File: config.mk
export PLATFORM = sky130hd
export DESIGN_NAME = pc_sequencer
export DESIGN_NICKNAME = d
export VERILOG_FILES = /design/src/rtl/pc_sequencer.sv
export SDC_FILE = /design/constraint.sdc
export NUM_CORES = 1
export LEC_CHECK = 0
export BUFFER_PORTS_ARGS = -buffer_cell sky130_fd_sc_hd__buf_4
export CAP_MARGIN = 25
export CORE_MARGIN = 8
export CORE_UTILIZATION = 56
export DETAILED_ROUTE_END_ITERATION = 8
export GPL_ROUTABILITY_DRIVEN = 0
export GPL_TIMING_DRIVEN = 0
export PLACE_DENSITY = 0.84
export SLEW_MARGIN = 20
export SYNTH_ARGS = -nofsm -noshare
export SYNTH_HDL_FRONTEND = slang
export SYNTH_SLANG_ARGS = --single-unit
export TNS_END_PERCENT = 1
File: constraint.sdc
create_clock -name clk -period 4.8 [get_ports clk]
set_input_delay 0.24 -clock clk [delete_from_list [all_inputs] [get_ports clk]]
set_output_delay 0.24 -clock clk [all_outputs]
set_load 0.1 [all_outputs]
File: src/rtl/pc_sequencer.sv
// Fetch-stage control for the 5-stage RISC-V pipeline: drives programCounter en/PCMux,
// IF/ID and ID/EX flush/stall, tracks an in-flight imem fetch and keeps stall/redirect counters.
module pc_sequencer #(
    parameter int CNT_W = 16
) (
    input  logic             clk,
    input  logic             rst,
    output logic             imem_req,
    input  logic             imem_ready,
    input  logic             load_use_hazard,
    input  logic             ex_valid,
    input  logic             ex_branch,
    input  logic             ex_taken,
    input  logic             ex_jal,
    input  logic             ex_jalr,
    input  logic             ex_trap,
    input  logic             ex_ebreak,
    output logic             pc_en,
    output logic [1:0]       pc_mux,
    output logic             flush_ifid,
    output logic             flush_idex,
    output logic             stall_ifid,
    output logic             halted,
    output logic [CNT_W-1:0] stall_cnt,
    output logic [CNT_W-1:0] redirect_cnt,
    output logic [1:0]       state_dbg
);

    typedef enum logic [1:0] {
        S_BOOT    = 2'd0,
        S_FETCH   = 2'd1,
        S_DISCARD = 2'd2,
        S_HALT    = 2'd3
    } state_t;

    localparam logic [CNT_W-1:0] CNT_MAX = '1;

    state_t           state_q, state_d;
    logic             outstanding_q, outstanding_d;
    logic             halt_pend_q, halt_pend_d;
    logic [CNT_W-1:0] stall_cnt_q, stall_cnt_d;
    logic [CNT_W-1:0] redirect_cnt_q, redirect_cnt_d;

    logic       redir;
    logic [1:0] redir_mux;
    logic       ebreak;
    logic       stall_inc;
    logic       redir_inc;

    assign ebreak    = ex_valid & ex_ebreak;
    assign redir     = ex_valid & (ex_trap | ex_jalr | ex_jal | (ex_branch & ex_taken));
    assign redir_mux = ex_trap ? 2'd3 : (ex_jalr ? 2'd2 : 2'd1);

    always_comb begin
        state_d     = state_q;
        halt_pend_d = halt_pend_q;
        imem_req    = 1'b0;
        pc_en       = 1'b0;
        pc_mux      = 2'd0;
        flush_ifid  = 1'b0;
        flush_idex  = 1'b0;
        stall_ifid  = 1'b0;
        halted      = 1'b0;
        stall_inc   = 1'b0;
        redir_inc   = 1'b0;

        case (state_q)
            S_BOOT: begin
                pc_en      = 1'b1;
                pc_mux     = 2'd3;
                flush_ifid = 1'b1;
                flush_idex = 1'b1;
                state_d    = S_FETCH;
            end
            S_FETCH: begin
                imem_req = 1'b1;
                if (ebreak) begin
                    flush_ifid = 1'b1;
                    flush_idex = 1'b1;
                    state_d    = S_HALT;
                end else if (redir) begin
                    pc_en      = 1'b1;
                    pc_mux     = redir_mux;
                    flush_ifid = 1'b1;
                    flush_idex = 1'b1;
                    redir_inc  = 1'b1;
                    // The fetch still in flight was issued for the old PC.
                    if (!imem_ready) state_d = S_DISCARD;
                end else if (load_use_hazard) begin
                    stall_ifid = 1'b1;
                    flush_idex = 1'b1;
                    stall_inc  = 1'b1;
                end else if (imem_ready) begin
                    pc_en = 1'b1;
                end else begin
                    flush_ifid = 1'b1;
                    stall_inc  = 1'b1;
                end
            end
            S_DISCARD: begin
                imem_req   = 1'b1;
                flush_ifid = 1'b1;
                stall_inc  = 1'b1;
                if (ebreak) begin
                    flush_idex  = 1'b1;
                    halt_pend_d = 1'b1;
                end else if (redir) begin
                    pc_en      = 1'b1;
                    pc_mux     = redir_mux;
                    flush_idex = 1'b1;
                    redir_inc  = 1'b1;
                end
                if (imem_ready) begin
                    state_d     = (halt_pend_q || ebreak) ? S_HALT : S_FETCH;
                    halt_pend_d = 1'b0;
                end
            end
            default: begin
                halted     = 1'b1;
                flush_ifid = 1'b1;
                imem_req   = outstanding_q;
            end
        endcase

        // Reset forces a quiet, fully flushed front end and abandons any request.
        if (rst) begin
            imem_req   = 1'b0;
            pc_en      = 1'b0;
            pc_mux     = 2'd0;
            flush_ifid = 1'b1;
            flush_idex = 1'b1;
            stall_ifid = 1'b0;
            halted     = 1'b0;
        end

        outstanding_d  = imem_ready ? 1'b0 : (imem_req | outstanding_q);
        stall_cnt_d    = (stall_inc && stall_cnt_q != CNT_MAX) ? stall_cnt_q + 1'b1 : stall_cnt_q;
        redirect_cnt_d = (redir_inc && redirect_cnt_q != CNT_MAX) ? redirect_cnt_q + 1'b1
                                                                   : redirect_cnt_q;
    end

    always_ff @(posedge clk or posedge rst) begin
        if (rst) begin
            state_q        <= S_BOOT;
            outstanding_q  <= 1'b0;
            halt_pend_q    <= 1'b0;
            stall_cnt_q    <= '0;
            redirect_cnt_q <= '0;
        end else begin
            state_q        <= state_d;
            outstanding_q  <= outstanding_d;
            halt_pend_q    <= halt_pend_d;
            stall_cnt_q    <= stall_cnt_d;
            redirect_cnt_q <= redirect_cnt_d;
        end
    end

    assign stall_cnt    = stall_cnt_q;
    assign redirect_cnt = redirect_cnt_q;
    assign state_dbg    = state_q;

endmodule

-- Yosys cells after proc, flatten, opt, wreduce, memory -nomap -nowiden
Cells that the tools add are included.
- output and inout bits: 42
- input port bits: 11
- logic and storage cells: 79
- register bits: 36
- multiplexer cells: 48
- bitwise gates (word level): 7
- eq/ne operators: 7
- reduce and logical (&&, ||, !) cells: 10
- $add $sub $neg: 2
- operators with widths (kind ; count):
    $add 16x1->16 const B ; 2
    $mux 1 ; 32
    $ne 16x16->1 const B ; 2
    $mux 2 ; 10
    $ne 3x3->1 const B ; 2
    $pmux 1 s3 ; 2
    $pmux 2 s3 ; 1
    $or 1x1->1 ; 4
    $pmux 1 s2 ; 2
    $pmux 2 s2 ; 1
    $reduce_and 4->1 ; 1
    $and 1x1->1 ; 3
    $reduce_bool 3->1 ; 1
    $reduce_or 3->1 ; 1
    $eq 2x1->1 const B ; 1
    $eq 2x2->1 const B ; 1
    $logic_and 1x1->1 ; 2
    $logic_not 2->1 ; 1
    $ne 2x2->1 const B ; 1
    $reduce_and 2->1 ; 1
    $reduce_bool 2->1 ; 1
    $reduce_or 2->1 ; 1
    $logic_or 1x1->1 ; 1

-- Logic depth before layout (Yosys ltp)
- depth after elaboration: 8
- mapped depth: 9

-- Worst setup path after synthesis
No wires, ideal clock.
- path kind: reg-to-output
- start point: register state_q[0], in the netlist state_dbg[0]
- end point: output port pc_mux[1]
- data arrival time: 4.138 ns
- stages on the path, launching flop included: 6
- setup slack: 0.422 ns
- cells stage by stage: dfrtp_1 -> inv_1 -> ha_1 -> nand3b_1 -> o21bai_1 -> a211oi_1
- longest elaborated chain between the ends: 4
- elaborated cells between the ends (all ways): 6
- RTL lines (item ; RTL line ; RTL):
    from (decl) ; 38 ; state_t state_q, state_d;
    from (signal assigned) ; 150 ; state_q <= state_d;
    $eq 2x2->1 or $eq 2x1->1 (tied branches) ; 67 ; case (state_q)
    $reduce_or 2->1 (no source line) ; - ;
    $pmux 2 s2 * ; 67 ;
    $mux 2 * ; 126 ; if (rst) begin
    to (decl) ; 19 ; output logic [1:0] pc_mux,
Every way passes the cells marked *; elsewhere a longest branch is shown, timed or not.

-- Final worst setup path
- start point: register state_q[1], in the netlist state_dbg[1]
- end point: output port pc_mux[0]
The elaborated chain is that of the path after synthesis.

==> run_results.csv <==
group,metric,value,unit
clock_network,cts_hold_buf,1,
floorplanning,dieArea,5770,µm²
clock_network,cts_root_buffer,"clkbuf_4",
clock_network,cts_tree,"built",
timing,max_freq,372.0,MHz
logic_synthesis,synth-main-ff-cell,"dfrtp_1",
final_layout,drive_above_1_share,0.2710,
critical_path,end_kind,"output pin",
critical_path,r2r_start,"state_dbg[1]$_DFFE_PP0P_",
logic_synthesis,async_reset_ff_frac,1.000,
critical_path,required,4.56,ns
timing,worstMarginPinSlew,0.6884,ns
logic_synthesis,avgSynthCellArea,10.02,µm²
final_layout,utilization,0.7586,
global_route,grt_usage,0.1620,
global_route,grt_pass1_vias,1732,
clock_network,cts_buffers,5,
timing,tns,0,ns
logic_synthesis,synth.top_cell.area_share,0.4475,
place,dpl_cell_area,2481,µm²
floorplanning,core.rowCount,21,
clock_network,htreeDepth,2,
floorplanning,die_w,75.96,µm
logic_synthesis,synth_area_leaders,"dfrtp_1 45%, xnor2_1 8.3%, ha_1 4.4%",
pwr,leakagePower,1.220,nW
critical_path,cp-start-kind,"register",
floorplanning,core,3390,µm²
final_layout,nNetsFinal,279,
critical_path,crit_type,"reg2out",
min_path,min_from,"imem_ready",
detailed_routing,wl_per_cell,15.24,µm
place,io_buffers,51,
final_layout,areaGrowthSynthToFinish,27.72,%
clock_network,path_clk_slew,0.12,ns
global_route,grt_first_pass_wirelength,7.914,mm
critical_path,cp.arrival,2.45,ns
detailed_routing,drc_errors,0,
logic_synthesis,netlist_area,2013,µm²
final_layout,instances_no_fill,308,
place,dp.cells,299,
place,dp_hpwl,3.563,mm
logic_synthesis,ys_seq_area_frac,0.4475,
run_status,status,"complete, no violations",
detailed_routing,viasPerCell,5.688,
timing,slew_headroom,0.5352,
floorplanning,ioPinCount,53,
logic_synthesis,synth_largest_area_cell,"dfrtp_1",
floorplanning,initial_core_util,0.5939,
critical_path,cp-startpoint,"state_dbg[1]$_DFFE_PP0P_",
detailed_routing,routed_wl,4.695,mm
final_layout,layout_commonest_cell,"buf_4",
final_layout,final_cell_mix,"51 x buf_4, 36 x dfrtp_1, 19 x xnor2_1",
clock_network,insertion_delay,0.35,ns
final_layout,num_antenna_cells,0,
detailed_routing,ant_nets,0,
final_layout,multi_input_area,1060,µm²
timing,hold_viol_final,0,
critical_path,worstPathMaxFanout,8,
detailed_routing,drt_iter0_drc,164,
final_layout,stdcell_area,2571,µm²
global_route,grt_overflow,0,
global_route,antenna_found_initial,0,
timing,final_max_slew_viol_count,0,
logic_synthesis,synth_cell_types,37,
floorplanning,dieHeight,75.96,µm
global_route,grt_max_degree,22,
logic_synthesis,netlist_instances,201,
timing,post-route-period-util,0.5600,
timing,rsz0062_at_grt,"no",
clock_network,cts_resized,0,
logic_synthesis,synth-edff-count,0,
clock_network,cts_max_path_buffers,2,
pwr,power_density,215.3,nW/µm²
clock_network,cts_setup_buffers,0,
timing,setup_viol,0,
min_path,hold_class,"in2reg",
run,max_cap_viol_count,0,
final_layout,n_fill_cell,248,
final_layout,seq_area,900.9,µm²
timing,finClkSkew,0.01040,ns
timing,fin_crit,2.688,ns
clock_network,clkSinkCount,36,
logic_synthesis,ys_ff_latch,36,
pwr,ir_drop,0.0001309,V
detailed_routing,drt-pass1-iter-count,4,
logic_synthesis,synth_warnings,0,
detailed_routing,vias,1752,
logic_synthesis,syn_nets,219,
==> per-stage QoR <==
step	hold slack (ns)	worst slack, ns	power [W]
6_report	0.07571	2.112	0.0005536
5_1_grt	0.06133	1.991	0.0005699
4_1_cts	0.05938	2.114	0.0005570
3_5_place_dp	0.2938	2.461	0.0003424
3_3_place_gp	0.4432	2.377	0.0003393
2_1_floorplan	0.3064	0.4217	0.0003257
==> state kept, by name, summed over array words and instances, names as in the netlist <==
register / flops
halt_pend_q: 1
redirect_cnt: 16
stall_cnt: 16
outstanding_q: 1
state_dbg: 2
==> worst max-delay path, stage by stage, from the launching register on <==
cell	delay [ns]
dfrtp_1	0.49
inv_1	0.13
ha_1	0.44
nand3b_1	0.15
nor2_1	0.24
a21oi_1	0.14
nor3_1	0.18
buf_4	0.33
==> cell usage after synthesis, types with 2 or more instances <==
| master | instances |
|---|---|
| dfrtp_1 | 36 |
| xnor2_1 | 19 |
| nand3_1 | 15 |
| nand4_1 | 14 |
| nor2_1 | 14 |
| nand2_1 | 13 |
| inv_1 | 9 |
| ha_1 | 7 |
| xor2_1 | 7 |
| and3_1 | 6 |
| a21oi_1 | 5 |
| mux2_2 | 5 |
| nand2b_1 | 5 |
| nor4_1 | 5 |
| o21ai_0 | 5 |
| and2_1 | 4 |
| nor3_1 | 4 |
| mux2i_1 | 3 |
| nor2b_1 | 3 |
| a211oi_1 | 2 |
| a31oi_1 | 2 |
| clkbuf_1 | 2 |
| o211ai_1 | 2 |
==> layout make-up <==
type                    instances  area share
plain buffers                   3    0.007299
inverters                       9     0.01314
clock inverters                 3     0.01654
well taps                      46     0.02238
repair buffers                 53      0.1635
clock buffers                   5     0.01460
flip-flops and latches         36      0.3504
multi-input cells             153      0.4122
==> worst paths after layout <==
check,cells after the start,slack [ns],endpoint
setup / recovery,7,2.11,pc_mux[0]
hold / removal,2,0.08,outstanding_q$_DFF_PP0_
setup reg to reg,9,2.40,stall_cnt[12]$_DFFE_PP0P_
hold reg to reg,1,0.50,redirect_cnt[9]$_DFFE_PP0P_
max in group asynchronous,4,3.86,redirect_cnt[5]$_DFFE_PP0P_
min in group asynchronous,3,0.50,outstanding_q$_DFF_PP0_
==> logic make-up after synthesis <==
kind of cell,after synthesis,synth area share
DFF,36,0.4475
and+or+nand+nor,88,0.2349
AOI/OAI and AO/OA,24,0.09198
buffers and inverters,12,0.02610
adders and majority gates,7,0.04350
xor gates and xnor gates,26,0.1131
muxes,8,0.04288
==> metal layers <==
metal  wire, µm  up-vias  GRT usage
met5          0        -          0
met4         67        0    0.07843
met3        267        8    0.04717
met2       2324       48     0.2656
met1       2035      846     0.1882
li1           -      850          -
==> power by group <==
group	total (W)	switching [W]	internal, W
clock	0.000217	0.000108	0.000109
sequential	0.000303	0.00000000000387	0.000303
combinational	0.0000338	0.0000222	0.0000117
No activity file was read; power rests on OpenSTA's default activity.
